`config.mk`:
```
export PLATFORM = sky130hd
export DESIGN_NAME = kf8253_bus_master
export DESIGN_NICKNAME = d
export VERILOG_FILES = /design/src/rtl/kf8253_bus_master.sv
export SDC_FILE = /design/constraint.sdc
export NUM_CORES = 1
export LEC_CHECK = 0
export BUFFER_PORTS_ARGS = -buffer_cell sky130_fd_sc_hd__clkbuf_2
export CORE_ASPECT_RATIO = 1.4
export CORE_UTILIZATION = 45
export CTS_CLUSTER_DIAMETER = 100
export DETAILED_ROUTE_END_ITERATION = 10
export GPL_TIMING_DRIVEN = 0
export HOLD_SLACK_MARGIN = 0.06
export PLACE_DENSITY = 0.66
export SYNTH_ARGS = -nofsm -noshare
export SYNTH_HDL_FRONTEND = slang
export SYNTH_SLANG_ARGS = --single-unit
```
`constraint.sdc`:
```
create_clock -name clock -period 3.2 [get_ports clock]
set_input_delay 0.8 -clock clock [delete_from_list [all_inputs] [get_ports clock]]
set_output_delay 0.8 -clock clock [all_outputs]
set_load 0.01 [all_outputs]
```
`src/rtl/kf8253_bus_master.sv`:
```
// kf8253_bus_master: expands program/read commands into KF8253 CPU-port
// bus cycles (control word, count bytes, counter latch and read-back) with
// parameterised setup / strobe / hold timing. All bus and response outputs
// are registered; only cmd_ready is a direct state decode.
`timescale 1ns/1ps
module kf8253_bus_master #(
   parameter int SETUP_CYCLES  = 1,
   parameter int STROBE_CYCLES = 2,
   parameter int HOLD_CYCLES   = 1
) (
   input  logic        clock,
   input  logic        reset_in,
   input  logic        cmd_valid,
   output logic        cmd_ready,
   input  logic        cmd_op,
   input  logic [1:0]  cmd_counter,
   input  logic [1:0]  cmd_rw,
   input  logic [2:0]  cmd_mode,
   input  logic        cmd_bcd,
   input  logic [15:0] cmd_count,
   output logic        rsp_valid,
   output logic [15:0] rsp_data,
   output logic        rsp_error,
   output logic        chip_select_n,
   output logic        read_enable_n,
   output logic        write_enable_n,
   output logic [1:0]  address,
   output logic [7:0]  data_out,
   output logic        data_oe,
   input  logic [7:0]  data_in
);

   typedef enum logic [2:0] {IDLE, SETUP, STROBE, HOLD, RECOV, DONE, ERR} state_t;

   localparam int CW = 8;
   localparam logic [CW-1:0] SETUP_LAST  = CW'(SETUP_CYCLES - 1);
   localparam logic [CW-1:0] STROBE_LAST = CW'(STROBE_CYCLES - 1);
   localparam logic [CW-1:0] HOLD_LAST   = CW'(HOLD_CYCLES - 1);

   // Access kinds within one command: control/latch word, LSB byte, MSB byte.
   localparam logic [1:0] ACC_CTRL = 2'd0;
   localparam logic [1:0] ACC_LSB  = 2'd1;
   localparam logic [1:0] ACC_MSB  = 2'd2;

   state_t         state_q, state_d;
   logic [1:0]     acc_q, acc_d;
   logic [CW-1:0]  cnt_q, cnt_d;
   logic [7:0]     lsb_q, lsb_d, msb_q, msb_d;
   logic [1:0]     rw_mem_q [3];

   logic           op_q, bcd_q;
   logic [1:0]     ctr_q, rw_q;
   logic [2:0]     mode_q;
   logic [15:0]    count_q;

   logic           cs_n_q, cs_n_d, re_n_q, re_n_d, we_n_q, we_n_d, oe_q, oe_d;
   logic [1:0]     addr_q, addr_d;
   logic [7:0]     dout_q, dout_d;
   logic           rsp_valid_q, rsp_valid_d, rsp_error_q, rsp_error_d;
   logic [15:0]    rsp_data_q, rsp_data_d;

   logic           accept, legal, cur_write, nxt_write, in_acc;
   logic           eff_op, eff_bcd;
   logic [1:0]     eff_ctr, eff_rw, rw_coerced;
   logic [2:0]     eff_mode;
   logic [15:0]    eff_count;

   // Stored access mode of a counter; counter 3 never reaches a bus cycle.
   function automatic logic [1:0] rw_lookup(input logic [1:0] ctr,
                                            input logic [1:0] m0,
                                            input logic [1:0] m1,
                                            input logic [1:0] m2);
      case (ctr)
         2'd0:    rw_lookup = m0;
         2'd1:    rw_lookup = m1;
         2'd2:    rw_lookup = m2;
         default: rw_lookup = 2'b11;
      endcase
   endfunction

   assign cmd_ready      = (state_q == IDLE);
   assign accept         = cmd_ready && cmd_valid;
   assign legal          = (cmd_counter != 2'd3);
   assign rw_coerced     = (cmd_rw == 2'b00) ? 2'b11 : cmd_rw;

   // On the accept edge the command fields come straight from cmd_*.
   assign eff_op    = accept ? cmd_op      : op_q;
   assign eff_ctr   = accept ? cmd_counter : ctr_q;
   assign eff_mode  = accept ? cmd_mode    : mode_q;
   assign eff_bcd   = accept ? cmd_bcd     : bcd_q;
   assign eff_count = accept ? cmd_count   : count_q;
   assign eff_rw    = !accept ? rw_q :
                      (cmd_op ? rw_lookup(cmd_counter, rw_mem_q[0], rw_mem_q[1], rw_mem_q[2])
                              : rw_coerced);

   assign cur_write = !op_q || (acc_q == ACC_CTRL);

   // Next-state sequencing, read capture and registered-output next values.
   always_comb begin
      state_d     = state_q;
      acc_d       = acc_q;
      cnt_d       = cnt_q;
      lsb_d       = lsb_q;
      msb_d       = msb_q;
      case (state_q)
         IDLE: begin
            if (cmd_valid) begin
               if (!legal) begin
                  state_d = ERR;
               end else begin
                  state_d = SETUP;
                  acc_d   = ACC_CTRL;
                  cnt_d   = '0;
                  lsb_d   = 8'h00;
                  msb_d   = 8'h00;
               end
            end
         end
         SETUP: begin
            if (cnt_q == SETUP_LAST) begin
               state_d = STROBE;
               cnt_d   = '0;
            end else begin
               cnt_d = cnt_q + 1'b1;
            end
         end
         STROBE: begin
            if (cnt_q == STROBE_LAST) begin
               state_d = HOLD;
               cnt_d   = '0;
               if (!cur_write) begin
                  if (acc_q == ACC_LSB) lsb_d = data_in;
                  else                  msb_d = data_in;
               end
            end else begin
               cnt_d = cnt_q + 1'b1;
            end
         end
         HOLD: begin
            if (cnt_q == HOLD_LAST) begin
               state_d = RECOV;
               cnt_d   = '0;
            end else begin
               cnt_d = cnt_q + 1'b1;
            end
         end
         RECOV: begin
            if (acc_q == ACC_CTRL && rw_q[0]) begin
               state_d = SETUP;
               acc_d   = ACC_LSB;
            end else if (acc_q != ACC_MSB && rw_q[1]) begin
               state_d = SETUP;
               acc_d   = ACC_MSB;
            end else begin
               state_d = DONE;
            end
         end
         default: state_d = IDLE;
      endcase

      in_acc    = (state_d == SETUP) || (state_d == STROBE) || (state_d == HOLD);
      nxt_write = !eff_op || (acc_d == ACC_CTRL);
      cs_n_d    = !in_acc;
      we_n_d    = !((state_d == STROBE) && nxt_write);
      re_n_d    = !((state_d == STROBE) && !nxt_write);
      oe_d      = in_acc && nxt_write;
      addr_d    = addr_q;
      dout_d    = dout_q;
      if (in_acc) begin
         addr_d = (acc_d == ACC_CTRL) ? 2'd3 : eff_ctr;
         if (nxt_write) begin
            case (acc_d)
               ACC_CTRL: dout_d = eff_op ? {eff_ctr, 6'b000000}
                                         : {eff_ctr, eff_rw, eff_mode, eff_bcd};
               ACC_LSB:  dout_d = eff_count[7:0];
               default:  dout_d = eff_count[15:8];
            endcase
         end
      end

      rsp_valid_d = (state_q == DONE) || (state_q == ERR);
      rsp_error_d = (state_q == ERR);
      rsp_data_d  = (state_q == DONE) ? {msb_q, lsb_q} : 16'h0000;
   end

   // Control state, access-mode memory and registered outputs.
   always_ff @(posedge clock or posedge reset_in) begin
      if (reset_in) begin
         state_q     <= IDLE;
         acc_q       <= ACC_CTRL;
         cnt_q       <= '0;
         lsb_q       <= 8'h00;
         msb_q       <= 8'h00;
         for (int i = 0; i < 3; i++) rw_mem_q[i] <= 2'b11;
         cs_n_q      <= 1'b1;
         re_n_q      <= 1'b1;
         we_n_q      <= 1'b1;
         oe_q        <= 1'b0;
         addr_q      <= 2'd0;
         dout_q      <= 8'h00;
         rsp_valid_q <= 1'b0;
         rsp_error_q <= 1'b0;
         rsp_data_q  <= 16'h0000;
      end else begin
         state_q     <= state_d;
         acc_q       <= acc_d;
         cnt_q       <= cnt_d;
         lsb_q       <= lsb_d;
         msb_q       <= msb_d;
         if (accept && legal && !cmd_op) begin
            for (int i = 0; i < 3; i++)
               if (cmd_counter == 2'(i)) rw_mem_q[i] <= rw_coerced;
         end
         cs_n_q      <= cs_n_d;
         re_n_q      <= re_n_d;
         we_n_q      <= we_n_d;
         oe_q        <= oe_d;
         addr_q      <= addr_d;
         dout_q      <= dout_d;
         rsp_valid_q <= rsp_valid_d;
         rsp_error_q <= rsp_error_d;
         rsp_data_q  <= rsp_data_d;
      end
   end

   // Command fields held for the duration of the bus sequence.
   always_ff @(posedge clock) begin
      if (accept) begin
         op_q    <= cmd_op;
         ctr_q   <= cmd_counter;
         rw_q    <= eff_rw;
         mode_q  <= cmd_mode;
         bcd_q   <= cmd_bcd;
         count_q <= cmd_count;
      end
   end

   assign chip_select_n  = cs_n_q;
   assign read_enable_n  = re_n_q;
   assign write_enable_n = we_n_q;
   assign data_oe        = oe_q;
   assign address        = addr_q;
   assign data_out       = dout_q;
   assign rsp_valid      = rsp_valid_q;
   assign rsp_error      = rsp_error_q;
   assign rsp_data       = rsp_data_q;

endmodule

```
==> metrics <==
routed vias about 2,800; Post-Synthesis Cells 354; combinational share of power 0.383; post-synth net total about 400; crit path max-delay cell type a22oi_2; DR top layer met4; Worst VDD drop 0.0006884 V; core area around 0.0083 mm2; antenna violations before repair 0; clock network power share 0.241; nets 470; First-pass DRT Iterations 4; FF/Latch Area between 0.002 and 0.0025 mm2; PnR worst setup slack between 0.5 and 0.6 ns; vias in the first global route 2,830; Die X 80.91 um; number of flops mapped to enable cells by yosys 2; syn_area_per_cell 11.08 um2; share of the yosys chip area belonging to registers 0.5630; top post-synthesis cells by count 62 x nand2_1, 58 x dfrtp_1, 29 x and2_1, 29 x mux2_2, 23 x dfxtp_1; synth unique cells slightly above 50; drt wl/cell roughly 14 um; DRC violations left 0; clock latency on the worst-skew pair approximately 0.34 ns; layout cell share with drive strength beyond 1 0.3165; RSZ-0062 raised after global routing false; Slew HR 0.5223; Worst Setup End Kind register; Psw 1.631 mW; Num CTS Buffers 9; f_max 375.9 MHz; Sw Share 0.3384; I/O pin total 69; # Post-CTS Setup Buffers 0; filler instances 770; Req. time, crit path between 3 and 4 ns; Pwr per Cell Area between 1000 and 1500 mW/mm2; first-pass GRT wire length 13,210 um; hold depth 2; Worst Skew 0.006214 ns; met1 WL roughly 3400 um; met3 WL post-DR between 200 and 300 um; crit-path max cell delay approximately 0.54 ns; clk buf depth 2; Yosys reg bits 92; top-area cell type share of the netlist area 0.3700; final hold vios 0; status complete, no violations; Area Overhead vs Synth 20.61%; GRT overflow 0; Leak 2.343 nW; Initial Utilization 0.4729; die height 112.5 um; Min Clock Period, post-route approximately 2.7 ns; post-cts resize count 0; Startpoint Class register; arrival time worst endpoint 2.88 ns; Pins Over Slew Limit 0; largest area contributor in the netlist dfrtp_1; fraction of registers with async set/reset 0.7283; area occupied by multi-input gates roughly 0.0016 mm2; CTS sink cnt 92; RePlAce Congestion 0.8044; cell area after synthesis 0.003923 mm2; Rows 39; worst hold path type reg2reg; TritonCTS clock tree yes; CTS Hold Buffers Added 0; crit-path cells clkbuf_1 -> nor3_1 -> clkbuf_1 -> nand2_1 -> a22oi_2 -> mux2_2; R2R cell count 6; DRT iter0 DRCs 157; cell-internal power 3.188 mW; Tot Pwr around 4.8 mW; Die Area 0.009099 mm2; ys flop type dfrtp_1; IO Port Bufs 65; pre-CTS setup slack 0.2507 ns; H-tree depth 3; Most Frequent Cell on Critical Path clkbuf_1; synth top area cells dfrtp_1 37%, dfxtp_1 12%, mux2_2 8.3%; kind of critical path reg2reg; largest net degree at the start of global routing 45; DR WL met2 a little under 4000 um; crit path max fanout 10; final wirelength around 7700 um; final setup fails 0; Syn. warnings 0; cell with the most instances after synthesis nand2_1; Max-Cap Viols 0; detailed placement HPWL 5446 um; vias per cell around 5.2; clock slew at reported path FFs 0.06 ns; CTS root buf clkbuf_16; final period utilization 0.8314; fin util 0.5703; total track usage 0.1908; ant diodes 0; Worst Max-Slew Pin Slew 0.7165 ns; post-route ant nets 0; sequential cell fraction of total power 0.375
## per-stage QoR
step | hold slack (ns) | setup TNS (ns) | area [um2] | instances
global route | 0.4623 | 0 | 4731 | 538
finish | 0.4492 | 0 | 4731 | 538
floorplan | 0.4180 | 0 | 3923 | 354
global placement | 0.4310 | -2.292 | 4375 | 521
detailed placement | 0.4315 | 0 | 4395 | 522
CTS | 0.4516 | 0 | 4731 | 538
## metal layers
metal / GRT usage / vias to the layer above
li1: - / 1376
met1: 0.2337 / 1327
met2: 0.3188 / 60
met3: 0.04878 / 8
met4: 0.06905 / 0
met5: 0 / -
## placed cells by master (no fill, tap or decap), types with 3 or more instances in the layout
cell       count
mux2_2        29
nor2_1        11
dfstp_2        9
dfrtp_1       58
o21ai_0       11
inv_1         17
buf_2          4
dfxtp_1       23
nand3_1        7
mux2i_1        8
and2_1        29
nand2_1       62
mux2_4         5
o22ai_1        3
nand2b_1       9
a21oi_1        6
clkbuf_2      65
clkbuf_16      9
nor3_1         4
ha_1           3
a221o_1        4
a221oi_1       3
clkbuf_1       8
and3_1         6
## cell type report
type / instances / share of cell area
timing repair buffer: 66 / 0.07300
tap: 102 / 0.02698
clock buffer: 11 / 0.05342
sequential: 92 / 0.4668
inverter: 18 / 0.01428
buffer: 13 / 0.01296
multi-input combinational: 231 / 0.3351
clock inverter: 5 / 0.01746
## worst max-delay path, delay by kind of cell, from the launching register on
family / cells / cell delay [ns]
AOI/OAI and AO/OA: 1 / 0.54
DFF: 1 / 0.40
muxes: 1 / 0.40
and+or+nand+nor: 2 / 0.56
buffers and inverters: 2 / 0.64
## state kept, by name, summed over array words and instances, names as in the netlist, 2 cells and up
name / cells
acc_q: 2
address: 2
cnt_q: 8
count_q: 16
ctr_q: 2
data_out: 8
lsb_q: 8
mode_q: 3
msb_q: 8
rsp_data: 16
rw_mem_q: 6
rw_q: 2
state_q: 3
## path summary, 6_finish.rpt
kind	to	start	slack, ns
min reg2reg	count_q[2]$_DFF_P_	count_q[2]$_DFF_P_	0.45
max	lsb_q[0]$_DFFE_PP0P_	state_q[2]$_DFF_PP0_	0.54
max reg2reg	lsb_q[0]$_DFFE_PP0P_	state_q[2]$_DFF_PP0_	0.54
min	count_q[2]$_DFF_P_	count_q[2]$_DFF_P_	0.45
max in group asynchronous	cnt_q[7]$_DFFE_PP0P_	reset_in	2.12
min in group asynchronous	data_out[1]$_DFFE_PP0P_	reset_in	0.48
## cell families after synthesis
group           share of synthesized area
mux                                0.1228
compound gates                    0.09442
xor+xnor                         0.002233
simple gates                       0.1751
flops                              0.5630
buf+inv                           0.03285
fa+ha+maj                        0.009570
## power groups by stage
stage	combinational, mW	clock [mW]	sequential, mW
floorplan	1.37	0	1.83
global placement	1.80	0	1.81
detailed placement	1.84	0	1.83
CTS	1.86	1.19	1.81
global route	2.05	1.24	1.86
finish	1.85	1.16	1.81
(Power assumes the default switching activity.)
